**src/rtl/pipe_pkg.sv**
```systemverilog
// pipe_pkg
// Shared definitions for the 5-stage pipeline stages.
// Contents:
//   occ_state_e      - occupancy-encoded state of a 2-entry skid stage
//   NOP_INST_DEFAULT - default encoding driven on the instruction channel
//                      whenever a stage presents no real entry
//   chan_lsb()       - LSB position of channel k in a packed multi-channel bus
package pipe_pkg;

  // Each state value equals the number of entries held, so the state register
  // can be driven straight onto an occupancy port.
  typedef enum logic [1:0] {
    ST_EMPTY = 2'd0,
    ST_ONE   = 2'd1,
    ST_TWO   = 2'd2
  } occ_state_e;

  localparam logic [31:0] NOP_INST_DEFAULT = 32'h0000_0000;

  // Channel k of a bus with WIDTH-bit channels lives at [chan_lsb(k,WIDTH) +: WIDTH].
  function automatic int chan_lsb(input int k, input int width);
    return k * width;
  endfunction

endpackage

```
**src/rtl/sat_counter.sv**
```systemverilog
// sat_counter
// Saturating up-counter for pipeline statistics (stall/hazard cycles).
// Ports:
//   clk    - rising-edge clock
//   rst_n  - asynchronous active-low reset, clears the count
//   inc    - add one this cycle (ignored once the count reaches all-ones)
//   clr    - synchronous clear, wins over inc
//   value  - current count, CNT_W bits
module sat_counter #(
  parameter int CNT_W = 16
) (
  input  logic             clk,
  input  logic             rst_n,
  input  logic             inc,
  input  logic             clr,
  output logic [CNT_W-1:0] value
);

  // Clear has priority; at all-ones the count sticks instead of wrapping.
  always_ff @(posedge clk or negedge rst_n) begin
    if (!rst_n) begin
      value <= '0;
    end else if (clr) begin
      value <= '0;
    end else if (inc && (value != {CNT_W{1'b1}})) begin
      value <= value + 1'b1;
    end
  end

endmodule

```
**src/rtl/id_skid_stage.sv**
```systemverilog
// id_skid_stage
// IF/ID pipeline stage with valid/ready handshake, 2-entry skid buffer,
// flush (NOP bubble) insertion and a saturating stall counter.
// Channel 0 carries the instruction, channels 1..NCH-1 the delay-slot PC words.
// Ports:
//   clk, rst_n  - clock, asynchronous active-low reset
//   in_valid    - fetch presents a word set on in_data
//   in_ready    - registered; low only while both entries are occupied
//   in_data     - NCH*WIDTH payload, channel k at [k*WIDTH +: WIDTH]
//   flush       - drop every held entry (taken branch/jump)
//   out_valid   - out_data holds a real entry
//   out_ready   - decode consumes the entry this cycle
//   out_data    - registered payload; NOP pattern whenever out_valid is low
//   occupancy   - number of entries held (0..2)
//   stall_cnt   - saturating count of cycles with out_valid && !out_ready
//   stall_clr   - synchronous clear of stall_cnt
module id_skid_stage
  import pipe_pkg::*;
#(
  parameter int          WIDTH    = 32,
  parameter int          NCH      = 3,
  parameter logic [31:0] NOP_INST = NOP_INST_DEFAULT,
  parameter int          CNT_W    = 16
) (
  input  logic                 clk,
  input  logic                 rst_n,
  input  logic                 in_valid,
  output logic                 in_ready,
  input  logic [NCH*WIDTH-1:0] in_data,
  input  logic                 flush,
  output logic                 out_valid,
  input  logic                 out_ready,
  output logic [NCH*WIDTH-1:0] out_data,
  output logic [1:0]           occupancy,
  output logic [CNT_W-1:0]     stall_cnt,
  input  logic                 stall_clr
);

  // NOP_INST is truncated or zero-extended into channel 0; the PC channels are zero.
  localparam logic [WIDTH-1:0]     NOP_CH0 = WIDTH'(NOP_INST);
  localparam logic [NCH*WIDTH-1:0] NOP_PAT = (NCH*WIDTH)'(NOP_CH0);

  occ_state_e           state_q, state_d;
  logic [NCH*WIDTH-1:0] main_q, main_d;
  logic [NCH*WIDTH-1:0] skid_q, skid_d;
  logic                 in_ready_q;
  logic                 in_fire, out_fire;

  assign in_fire   = in_valid && in_ready_q;
  assign out_fire  = out_valid && out_ready;

  // main_q is reloaded with the NOP pattern on every transition into EMPTY,
  // so it can drive out_data directly without an output mux.
  assign out_valid = (state_q != ST_EMPTY);
  assign out_data  = main_q;
  assign occupancy = state_q;
  assign in_ready  = in_ready_q;

  // Next-state and data-path selection. Flush overrides every other event:
  // a concurrent out_fire has already been taken by decode, and a concurrent
  // in_fire is accepted but thrown away.
  always_comb begin
    state_d = state_q;
    main_d  = main_q;
    skid_d  = skid_q;
    if (flush) begin
      state_d = ST_EMPTY;
      main_d  = NOP_PAT;
      skid_d  = '0;
    end else begin
      case (state_q)
        ST_EMPTY: begin
          if (in_fire) begin
            state_d = ST_ONE;
            main_d  = in_data;
          end
        end
        ST_ONE: begin
          if (in_fire && out_fire) begin
            main_d = in_data;
          end else if (in_fire) begin
            state_d = ST_TWO;
            skid_d  = in_data;
          end else if (out_fire) begin
            state_d = ST_EMPTY;
            main_d  = NOP_PAT;
          end
        end
        ST_TWO: begin
          if (out_fire) begin
            state_d = ST_ONE;
            main_d  = skid_q;
            skid_d  = '0;
          end
        end
        default: begin
          state_d = ST_EMPTY;
          main_d  = NOP_PAT;
          skid_d  = '0;
        end
      endcase
    end
  end

  // in_ready is computed from the next state so it never depends
  // combinationally on out_ready.
  always_ff @(posedge clk or negedge rst_n) begin
    if (!rst_n) begin
      state_q    <= ST_EMPTY;
      main_q     <= NOP_PAT;
      skid_q     <= '0;
      in_ready_q <= 1'b1;
    end else begin
      state_q    <= state_d;
      main_q     <= main_d;
      skid_q     <= skid_d;
      in_ready_q <= (state_d != ST_TWO);
    end
  end

  sat_counter #(
    .CNT_W (CNT_W)
  ) u_stall_cnt (
    .clk   (clk),
    .rst_n (rst_n),
    .inc   (out_valid && !out_ready),
    .clr   (stall_clr),
    .value (stall_cnt)
  );

endmodule

```
**config.mk**
```make
export PLATFORM = sky130hd
export DESIGN_NAME = id_skid_stage
export DESIGN_NICKNAME = d
export VERILOG_FILES = /design/src/rtl/pipe_pkg.sv /design/src/rtl/sat_counter.sv /design/src/rtl/id_skid_stage.sv
export SDC_FILE = /design/constraint.sdc
export NUM_CORES = 1
export LEC_CHECK = 0
export BUFFER_PORTS_ARGS = -buffer_cell sky130_fd_sc_hd__buf_4
export CORE_MARGIN = 2
export CORE_UTILIZATION = 46
export DETAILED_ROUTE_END_ITERATION = 7
export PLACE_DENSITY_LB_ADDON = 0.08
export SETUP_SLACK_MARGIN = 0.1
export SKIP_LAST_GASP = 1
export SLEW_MARGIN = 25
export SYNTH_ARGS = -nofsm -noshare
export SYNTH_HDL_FRONTEND = slang
export SYNTH_SLANG_ARGS = --single-unit
```
**constraint.sdc**
```tcl
create_clock -name clk -period 1.55 [get_ports clk]
set_input_delay 0.0775 -clock clk [delete_from_list [all_inputs] [get_ports clk]]
set_output_delay 0.0775 -clock clk [all_outputs]
set_load 0.02 [all_outputs]
```
==> results.toml <==
[placement]
gp_congestion = 0.806
hpwl_microns = 18900
placed_area_sq_mm = 0.0136
port_buffers = 217

[run_status]
status = "complete, but fails checks"
violations = "negative setup slack"

[setup_path]
cp_data_arrival_time_ps = 2160
criticalPathCategory = "flip-flop to flip-flop"
worstPathRequired_ps = 1980
cp_max_fo = 7
cp-start-kind = "flip-flop"
cp-end-kind = "flip-flop"
r2r.worst_path.cells = 8

[global_route]
grt_antenna_before_repair = 0
grt_pass1_wl_microns = 49300
grt_pass1_vias = 9294
global_route.usage.total_pct = 25.1
gr-total-overflow = 0
grt_max_degree = 61

[logic_synthesis]
ys_top_cells_by_count = "210 x dfrtp_1, 193 x mux2i_1, 108 x a21oi_1"
synth.area.top_cells = "dfrtp_1 49%, mux2i_1 18%, o2bb2ai_1 7.9%"
synth-seq-area-share_pct = 49.6
syn_inst = 1062
yosys_most_used_dff = "dfrtp_1"
synth_most_common_cell = "dfrtp_1"
syn_area_per_cell_sq_um = 10.0
synth_area_sq_mm = 0.0106
synth_edf_count = 0
postSynthNetCount = 1165
synth.top_cell.area_share_pct = 49.3
async_flop_share_pct = 100
synth_cell_types = 48
yosys_warnings = 0
yosysTopAreaCell = "dfrtp_1"
ys_ff_latch = 211

[min_path]
min_path_type = "input port to flip-flop"
whs_path_depth = 4

[sta]
fmaxAchievable_mhz = 579
fin_skew_ps = 18.1
finalHoldViolations = 0
finalCritPeriodShare_pct = 111
setup_viol = 206
fin_ws_ps = -176
holdWs_ps = 78.5
rsz0062_at_grt = "yes"
slew_violations = 0
worstMarginPinSlew_ps = 523
max-slew-margin-rel_pct = 65.1
fin_crit_ps = 1730

[route]
vias = 9460
routed_wl_microns = 32300
drcViolationCount = 0
drt_iter0_markers = 350
via_per_inst = 5.37
wl_per_cell_microns = 18.3
drt-pass1-iter-count = 7
ant_nets = 0

[layout]
n_antenna_cell = 0
drive_gt1_share_pct = 38.1
final_nets = 1562
area_delta_synth_final_pct = 57.8
fin_area_sq_mm = 0.0168

[clock_network]
cts.path.max_buffers = 3
cts_tree = "built"
cts_made_buffers = 25
clock_tree.root_cell = "clkbuf_16"
clock_sinks = 211
clock_latency_ps = 520
htreeDepth = 1
clkTransAtPathRegs_ps = 60

[floorplan]
start_util_pct = 46.9
core_area_sq_mm = 0.0227
die_h_microns = 156
rows = 55
ioPinCount = 218
die-area_sq_mm = 0.0244
die_w_microns = 156

[pwr]
p_total_w = 0.0152
irDropWorstVdd_uv = 689
power.leakage_nw = 7.69
p_per_area_mw_per_mm2 = 907

[run]
max_cap_viol_count = 0
-- where the power goes --
group | leakage [nW] | internal (W) | total [W] | switching, W
Clock | 0.410 | 0.00356 | 0.00587 | 0.00231
Combinational | 4.43 | 0.00158 | 0.00329 | 0.00171
Sequential | 2.85 | 0.00584 | 0.00608 | 0.000238
-- metal layers --
layer  vias up  GRT usage [%]  routed length [microns]
met5         -              0                        0
met4         0           6.77                      704
met3        53           3.72                     1500
met2       250           41.5                    15600
met1      4695           34.7                    14500
li1       4462              -                        -
-- worst max-delay path, stage by stage (launching register included) --
cell       delay (ps)
dfrtp_4           480
buf_6             140
buf_12            130
buf_12            130
nor3_4            180
buf_6             220
clkbuf_16         190
nand2_2            40
mux2i_1           120
-- state kept, by name, summed over array words and instances (netlist names) --
name / flops
in_ready: 1
occupancy: 2
skid_q: 96
u_stall_cnt.value: 16
out_data: 96
-- worst paths after layout --
| path | from | endpoint | slack, ps |
|---|---|---|---|
| min in group asynchronous | rst_n | out_data[61]$_DFFE_PN0P_ | 100 |
| min | out_ready | occupancy[0]$_DFF_PN0_ | 80 |
| max reg2reg | occupancy[1]$_DFF_PN0_ | skid_q[41]$_DFFE_PN0P_ | -180 |
| min reg2reg | out_data[58]$_DFFE_PN0P_ | out_data[58]$_DFFE_PN0P_ | 490 |
| max | occupancy[1]$_DFF_PN0_ | skid_q[41]$_DFFE_PN0P_ | -180 |
| max in group asynchronous | rst_n | out_data[27]$_DFFE_PN0P_ | 770 |
-- kinds of logic after synthesis --
logic type                 share of synthesized area, %
buffers and inverters                              7.05
AOI/OAI and AO/OA                                  14.6
muxes                                              18.4
and+or+nand+nor                                    10.2
xor gates and xnor gates                         0.0823
DFF                                                49.6
adders and majority gates                         0.117
-- final cells by class --
cell class	count	area [sq um]
clock inverter	5	53.8
sequential	211	5310
multi-input combinational	671	5400
timing repair buffer	448	4530
inverter	102	383
tap	285	357
fill	1596	5900
clock buffer	40	772
-- through the flow --
step / setup WS (ps) / TNS [ps] / utilization [%] / instances
after global placement: -78.4 / -5100 / 59.9 / 1576
after detailed placement: -113 / -8640 / 59.9 / 1576
after floorplan: -88.2 / -5010 / - / 1062
after CTS: -180 / -25900 / 70.5 / 1750
final: -176 / -25420 / 74.0 / 1762
after global routing: -233 / -39310 / 74.0 / 1762
-- repair_timing --
| item | 4_1_cts | 5_1_grt |
|---|---|---|
| gates cloned | 7 | 9 |
| setup buffers | 22 | 3 |
| setup endpoints to repair | 209 | 215 |
| pin swaps | 21 | 79 |
| hold buffers | 101 | 0 |
| hold endpoints to repair | 413 | 0 |
| gates resized for setup | 56 | 141 |
-- cells in the final DEF, fill, tap and decap left out, types with 6 or more instances in the layout --
master,instances
buf_4,273
mux2i_1,192
dfrtp_1,192
dlygate4sd3_1,101
inv_1,100
nor2_1,99
a21oi_1,90
o2bb2ai_1,58
nand2_2,41
buf_12,39
o2bb2ai_2,38
nand2_1,36
clkbuf_16,34
nand2_4,29
a21oi_2,17
dfrtp_2,16
buf_6,11
clkbuf_8,9
o31ai_1,7
buf_8,7
clkbuf_1,6
No activity file was read; power rests on OpenSTA's default activity.
